===== src/rtl/fg_fetch_responder_pkg.sv =====
// Shared types and constants for the foreground fetch responder.
// Latency: n/a (package only).
// Backpressure: n/a (package only).
package fg_fetch_responder_pkg;

   localparam int PIXEL_SIZE  = 16;   // RGB565
   localparam int PRECISION   = 11;   // unsigned coord bits; coords carry one extra sign bit
   localparam int FG_WIDTH    = 800;
   localparam int FG_HEIGHT   = 600;
   localparam int ADDR_WIDTH  = 19;
   localparam int SRAM_RD_LAT = 1;
   localparam int FETCH_DELAY = 3;

   typedef logic signed [PRECISION:0] coord_t;
   typedef logic [ADDR_WIDTH-1:0]     addr_t;
   typedef logic [PIXEL_SIZE-1:0]     pixel_t;

   // Per-request tag carried alongside the SRAM read.
   typedef struct packed {
      logic valid;
      logic skip;
   } tag_t;

   // S0 pipeline register contents.
   typedef struct packed {
      logic  valid;
      logic  skip;
      addr_t addr;
   } s0_t;

   localparam coord_t FG_W_C = coord_t'(FG_WIDTH);
   localparam coord_t FG_H_C = coord_t'(FG_HEIGHT);

   // Signed compare over the full coordinate width so negative coords skip.
   function automatic logic in_frame(input coord_t x, input coord_t y);
      return (x >= 0) && (x < FG_W_C) && (y >= 0) && (y < FG_H_C);
   endfunction

   // Row-major word address. Only meaningful when in_frame() holds; the
   // multiply is by a constant so it reduces to shifts and adds.
   function automatic addr_t pix_addr(input coord_t x, input coord_t y);
      return addr_t'(y) * addr_t'(FG_WIDTH) + addr_t'(x);
   endfunction

endpackage


===== src/rtl/fg_fetch_delay_line.sv =====
// Fixed-depth shift register carrying request tags {valid,skip} beside the SRAM read.
// Latency: DEPTH cycles.  Backpressure: none, advances every cycle.
// Ports: clk, rst (sync active-high), din (tag in), dout (tag DEPTH cycles later).
module fg_fetch_delay_line
   import fg_fetch_responder_pkg::*;
#(
   parameter int DEPTH = 1
) (
   input  logic clk,
   input  logic rst,
   input  tag_t din,
   output tag_t dout
);

   if (DEPTH < 1) begin : g_bad_depth
      $error("fg_fetch_delay_line: DEPTH must be >= 1");
   end

   tag_t stage [DEPTH];

   always_ff @(posedge clk) begin
      if (rst) begin
         for (int i = 0; i < DEPTH; i++) begin
            stage[i] <= '0;
         end
      end else begin
         stage[0] <= din;
         for (int i = 1; i < DEPTH; i++) begin
            stage[i] <= stage[i-1];
         end
      end
   end

   assign dout = stage[DEPTH-1];

endmodule


===== src/rtl/fg_fetch_responder.sv =====
// Foreground fetch responder: maps signed fg coords to SRAM reads, shares the SRAM port with capture writes.
// Latency: every request answered exactly FETCH_DELAY cycles later, in order, 1 request/cycle.
// Backpressure: requests never stall; capture writes wait (wr_ready=0) whenever a read owns the port.
// Ports: clk/rst; req_x/req_y/req_active in; fg_pixel_out/skip/ready out; ctrl_fg_freeze;
//        wr_valid/wr_addr/wr_data in, wr_ready out; sram_addr/re/we/wdata out, sram_rdata in.
module fg_fetch_responder
   import fg_fetch_responder_pkg::*;
(
   input  logic                  clk,
   input  logic                  rst,
   input  logic signed [PRECISION:0] req_x,
   input  logic signed [PRECISION:0] req_y,
   input  logic                  req_active,
   output logic [PIXEL_SIZE-1:0] fg_pixel_out,
   output logic                  fg_pixel_skip,
   output logic                  fg_pixel_ready,
   input  logic                  ctrl_fg_freeze,
   input  logic                  wr_valid,
   input  logic [ADDR_WIDTH-1:0] wr_addr,
   input  logic [PIXEL_SIZE-1:0] wr_data,
   output logic                  wr_ready,
   output logic [ADDR_WIDTH-1:0] sram_addr,
   output logic                  sram_re,
   output logic                  sram_we,
   output logic [PIXEL_SIZE-1:0] sram_wdata,
   input  logic [PIXEL_SIZE-1:0] sram_rdata
);

   // S0 + SRAM_RD_LAT tag stages + output register must add up to the fetch delay.
   if (FETCH_DELAY != SRAM_RD_LAT + 2) begin : g_bad_delay
      $error("fg_fetch_responder: FETCH_DELAY must equal SRAM_RD_LAT + 2");
   end

   s0_t  s0;
   tag_t tag_d;
   logic read_slot;
   logic write_slot;

   // S0: range check and address generation.
   always_ff @(posedge clk) begin
      if (rst) begin
         s0 <= '0;
      end else begin
         s0.valid <= req_active;
         s0.skip  <= !in_frame(coord_t'(req_x), coord_t'(req_y));
         s0.addr  <= pix_addr(coord_t'(req_x), coord_t'(req_y));
      end
   end

   // S1: reads own the port; any other cycle is a write slot. While frozen
   // the write is still handshaken so the capture side drains, but dropped.
   // rst forces every port output low, including wr_ready.
   assign read_slot  = !rst && s0.valid && !s0.skip;
   assign write_slot = !rst && !read_slot && wr_valid && !ctrl_fg_freeze;

   assign wr_ready   = !rst && !read_slot;
   assign sram_re    = read_slot;
   assign sram_we    = write_slot;
   assign sram_addr  = read_slot  ? s0.addr :
                       write_slot ? wr_addr : '0;
   assign sram_wdata = write_slot ? wr_data : '0;

   // Tags ride alongside the SRAM read so they line up with sram_rdata.
   fg_fetch_delay_line #(
      .DEPTH (SRAM_RD_LAT)
   ) u_delay (
      .clk  (clk),
      .rst  (rst),
      .din  ('{valid: s0.valid, skip: s0.skip}),
      .dout (tag_d)
   );

   // Output stage.
   always_ff @(posedge clk) begin
      if (rst) begin
         fg_pixel_ready <= 1'b0;
         fg_pixel_skip  <= 1'b0;
         fg_pixel_out   <= '0;
      end else begin
         fg_pixel_ready <= tag_d.valid;
         fg_pixel_skip  <= tag_d.valid && tag_d.skip;
         fg_pixel_out   <= (tag_d.valid && !tag_d.skip) ? sram_rdata : '0;
      end
   end

endmodule


===== config.mk =====
export PLATFORM = sky130hd
export DESIGN_NAME = fg_fetch_responder
export DESIGN_NICKNAME = d
export VERILOG_FILES = /design/src/rtl/fg_fetch_responder_pkg.sv /design/src/rtl/fg_fetch_delay_line.sv /design/src/rtl/fg_fetch_responder.sv
export SDC_FILE = /design/constraint.sdc
export NUM_CORES = 1
export LEC_CHECK = 0
export BUFFER_PORTS_ARGS = -buffer_cell sky130_fd_sc_hd__buf_2
export CORE_ASPECT_RATIO = 1.25
export CORE_MARGIN = 2
export CORE_UTILIZATION = 40
export DETAILED_ROUTE_END_ITERATION = 7
export GPL_TIMING_DRIVEN = 0
export PLACE_DENSITY = 0.76
export RECOVER_POWER = 50
export SKIP_CTS_REPAIR_TIMING = 1
export SLEW_MARGIN = 0
export SYNTH_ARGS = -nofsm -noshare
export SYNTH_HDL_FRONTEND = slang
export SYNTH_SLANG_ARGS = --single-unit

===== constraint.sdc =====
create_clock -name clk -period 5.72 [get_ports clk]
set_input_delay 0.572 -clock clk [delete_from_list [all_inputs] [get_ports clk]]
set_output_delay 0.572 -clock clk [all_outputs]
set_load 0.05 [all_outputs]

==> results_dict.tcl <==
set metrics [dict create \
    status "complete, no violations" \
    final_common_cell "buf_2" \
    finalSetupTns_ns 0 \
    seq_area_frac_synth_pct 26.4 \
    ys_warn_count 0 \
    cts_made_buffers 5 \
    finalClockSkew_ns 0.00421 \
    netlist_area_um2 3110 \
    max-clock-path-buffers 2 \
    die_height_um 103 \
    io_buffers 134 \
    p_per_area_nw_per_um2 307 \
    start_util_pct 41.7 \
    syn_inst 337 \
    grt_pass1_wl_um 12100 \
    synth_simple_gate_area_share_pct 18.2 \
    cts.htree.levels 2 \
    drc 0 \
    cts_root_buf "clkbuf_8" \
    grt_setup_unrepaired "no" \
    startpoint "req_y[2]" \
    first_iter_violations 63 \
    diodes 0 \
    worstSetupEndpointType "flip-flop" \
    antenna_found_initial 0 \
    vdd_ir_drop_max_uv 157 \
    vias 2816 \
    hp-class "reg2reg" \
    synth_xor_area_share_pct 4.83 \
    ios 136 \
    critical_path.endpoint "s0[18]" \
    synth_compound_area_share_pct 17.2 \
    drt-total-wl_um 7530 \
    synth_fa_ha_area_share_pct 26.3 \
    rr_worst_depth 4 \
    globalplace.congestion 0.870 \
    path_clk_slew_ns 0.07 \
    synth_edf_count 0 \
    cap_violations 0 \
    crit_path_max_fanout 4 \
    avgSynthCellArea_um2 9.22 \
    fill_cells 691 \
    cts_tree "yes" \
    relSlewSlack_pct 37.5 \
    synth_flop_cell "dfxtp_1" \
    ff_latch_area_um2 821 \
    synthArstFlopShare_pct 0 \
    syn_to_final_growth_pct 28.7 \
    required_ns 5.89 \
    clock_sinks 41 \
    drive_gt1_share_pct 27.8 \
    synth_top_family_by_area "adder cells" \
    setup_violations 0 \
    grt_pass1_vias 2751 \
    die-area_um2 8490 \
    period_needed_ns 4.65 \
    r2r-start "u_delay.stage[0][1]" \
    leakagePower_nw 2.13 \
    die-width_um 82.8 \
    wire_per_inst_um 13.2 \
    final_antenna_net_count 0 \
    multi_input_area_um2 2090 \
    clk-insertion-delay-late_ns 0.28 \
    grt_max_degree 14 \
    grt_overflow_total 0 \
    drtPass1Iterations 4 \
    report.final.slew_viol_count 0 \
    worst_pin_slew_ns 0.935 \
    r2r_slack_ns 4.32 \
    final_cell_mix "buf_2 (116), ha_1 (51), inv_1 (42)" \
    synthMuxAreaShare_pct 0.685 \
    ys_ff_latch 41 \
    timing.fmax_mhz 215 \
    synth.distinct_cells 47 \
    grt_usage_pct 17.3 \
    viasPerCell 4.93 \
    post-route-period-util_pct 81.3 \
    cp-start-kind "primary input" \
    reg2reg_to "fg_pixel_out[14]" \
    syn-num-nets 477 \
    fp-row-count 35 \
    nets 618 \
    path_class "in2reg" \
    critPathArrivalTime_ns 4.82 \
    hold_viol_final 0 \
    core_um2 7440 \
    dp_hpwl_um 6460 \
    holdWs_ns 0.460 \
]
-- critical path, cell delays in order --
cell and delay (ns):
buf_2 0.13, inv_1 0.05, ha_1 0.28, ha_1 0.32, fa_1 0.47, ha_1 0.37
o21a_1 0.24, a211oi_1 0.41, nor2_1 0.12, o21ai_0 0.16, nand2b_1 0.08, xor2_1 0.14
ha_1 0.29, o21a_1 0.11, o21a_1 0.17, and2b_1 0.15, a311o_1 0.37, mux2i_1 0.14
a211o_1 0.23
-- area by class of cell --
| cell class | instances | share of cell area (%) |
|---|---|---|
| timing repair buffer | 134 | 16.2 |
| inverter | 42 | 3.94 |
| multi-input combinational | 245 | 52.3 |
| tap | 92 | 2.88 |
| clock buffer | 5 | 1.72 |
| clock inverter | 3 | 1.63 |
| buffer | 9 | 0.876 |
| sequential | 41 | 20.5 |
-- metrics by stage --
step | cell area [µm²] | power (mW) | util, % | setup WS (ns) | instances
6_report | 4000 | 1.23 | 53.7 | 1.07 | 571
3_3_place_gp | 3890 | 0.951 | 52.3 | 0.818 | 563
3_5_place_dp | 3890 | 0.969 | 52.3 | 0.777 | 563
5_1_grt | 4000 | 1.33 | 53.7 | 0.728 | 571
4_1_cts | 4030 | 1.24 | 54.1 | 1.06 | 571
2_1_floorplan | 3110 | 0.832 | - | 1.24 | 337
-- registers in the layout, indices dropped and copies added (netlist names) --
register / flops
fg_pixel_out: 16
fg_pixel_ready: 1
fg_pixel_skip: 1
s0: 21
u_delay.stage: 2
-- cells in the mapped netlist (8+ instances only) --
| cell | number | area [µm²] |
|---|---|---|
| nor2_1 | 20 | 75.1 |
| and2_1 | 33 | 206 |
| ha_1 | 51 | 638 |
| inv_1 | 42 | 158 |
| a21oi_1 | 13 | 65.1 |
| fa_1 | 9 | 180 |
| o21ai_0 | 8 | 40.0 |
| dfxtp_1 | 41 | 821 |
| nor2b_1 | 19 | 119 |
| a22o_1 | 19 | 166 |
-- where the power goes --
group / internal (mW) / total [mW] / switching (mW) / leakage [nW]
Combinational: 0.279 / 0.632 / 0.353 / 1.72
Sequential: 0.322 / 0.332 / 0.0105 / 0.337
Clock: 0.173 / 0.264 / 0.0910 / 0.0681
-- worst min path at each step --
stage	startpoint	endpoint	cells past startpoint
after floorplan	u_delay.stage[0][0]	fg_pixel_skip	1
after global placement	u_delay.stage[0][0]	fg_pixel_skip	1
after detailed placement	u_delay.stage[0][0]	fg_pixel_skip	1
after CTS	u_delay.stage[0][0]	fg_pixel_skip	1
after global routing	sram_rdata[1]	fg_pixel_out[1]	2
final	u_delay.stage[0][0]	fg_pixel_skip	1
-- logic make-up after synthesis --
group                    Yosys count
flip-flops                        41
AND/OR/NAND/NOR                   96
XOR/XNOR                          14
AO/OA/AOI/OAI                     73
multiplexers                       2
buffers and inverters             51
adder cells (fa/ha/maj)           60
-- metal layers --
metal,track usage (%),vias to the layer above,share of wire [%],wire [µm]
met5,0,-,0,0
met4,5.55,0,1.7,125
met3,3.20,11,7.1,534
met2,34.0,109,52,3920
met1,18.8,1262,39,2950
li1,-,1434,-,-
(Power assumes the default switching activity.)
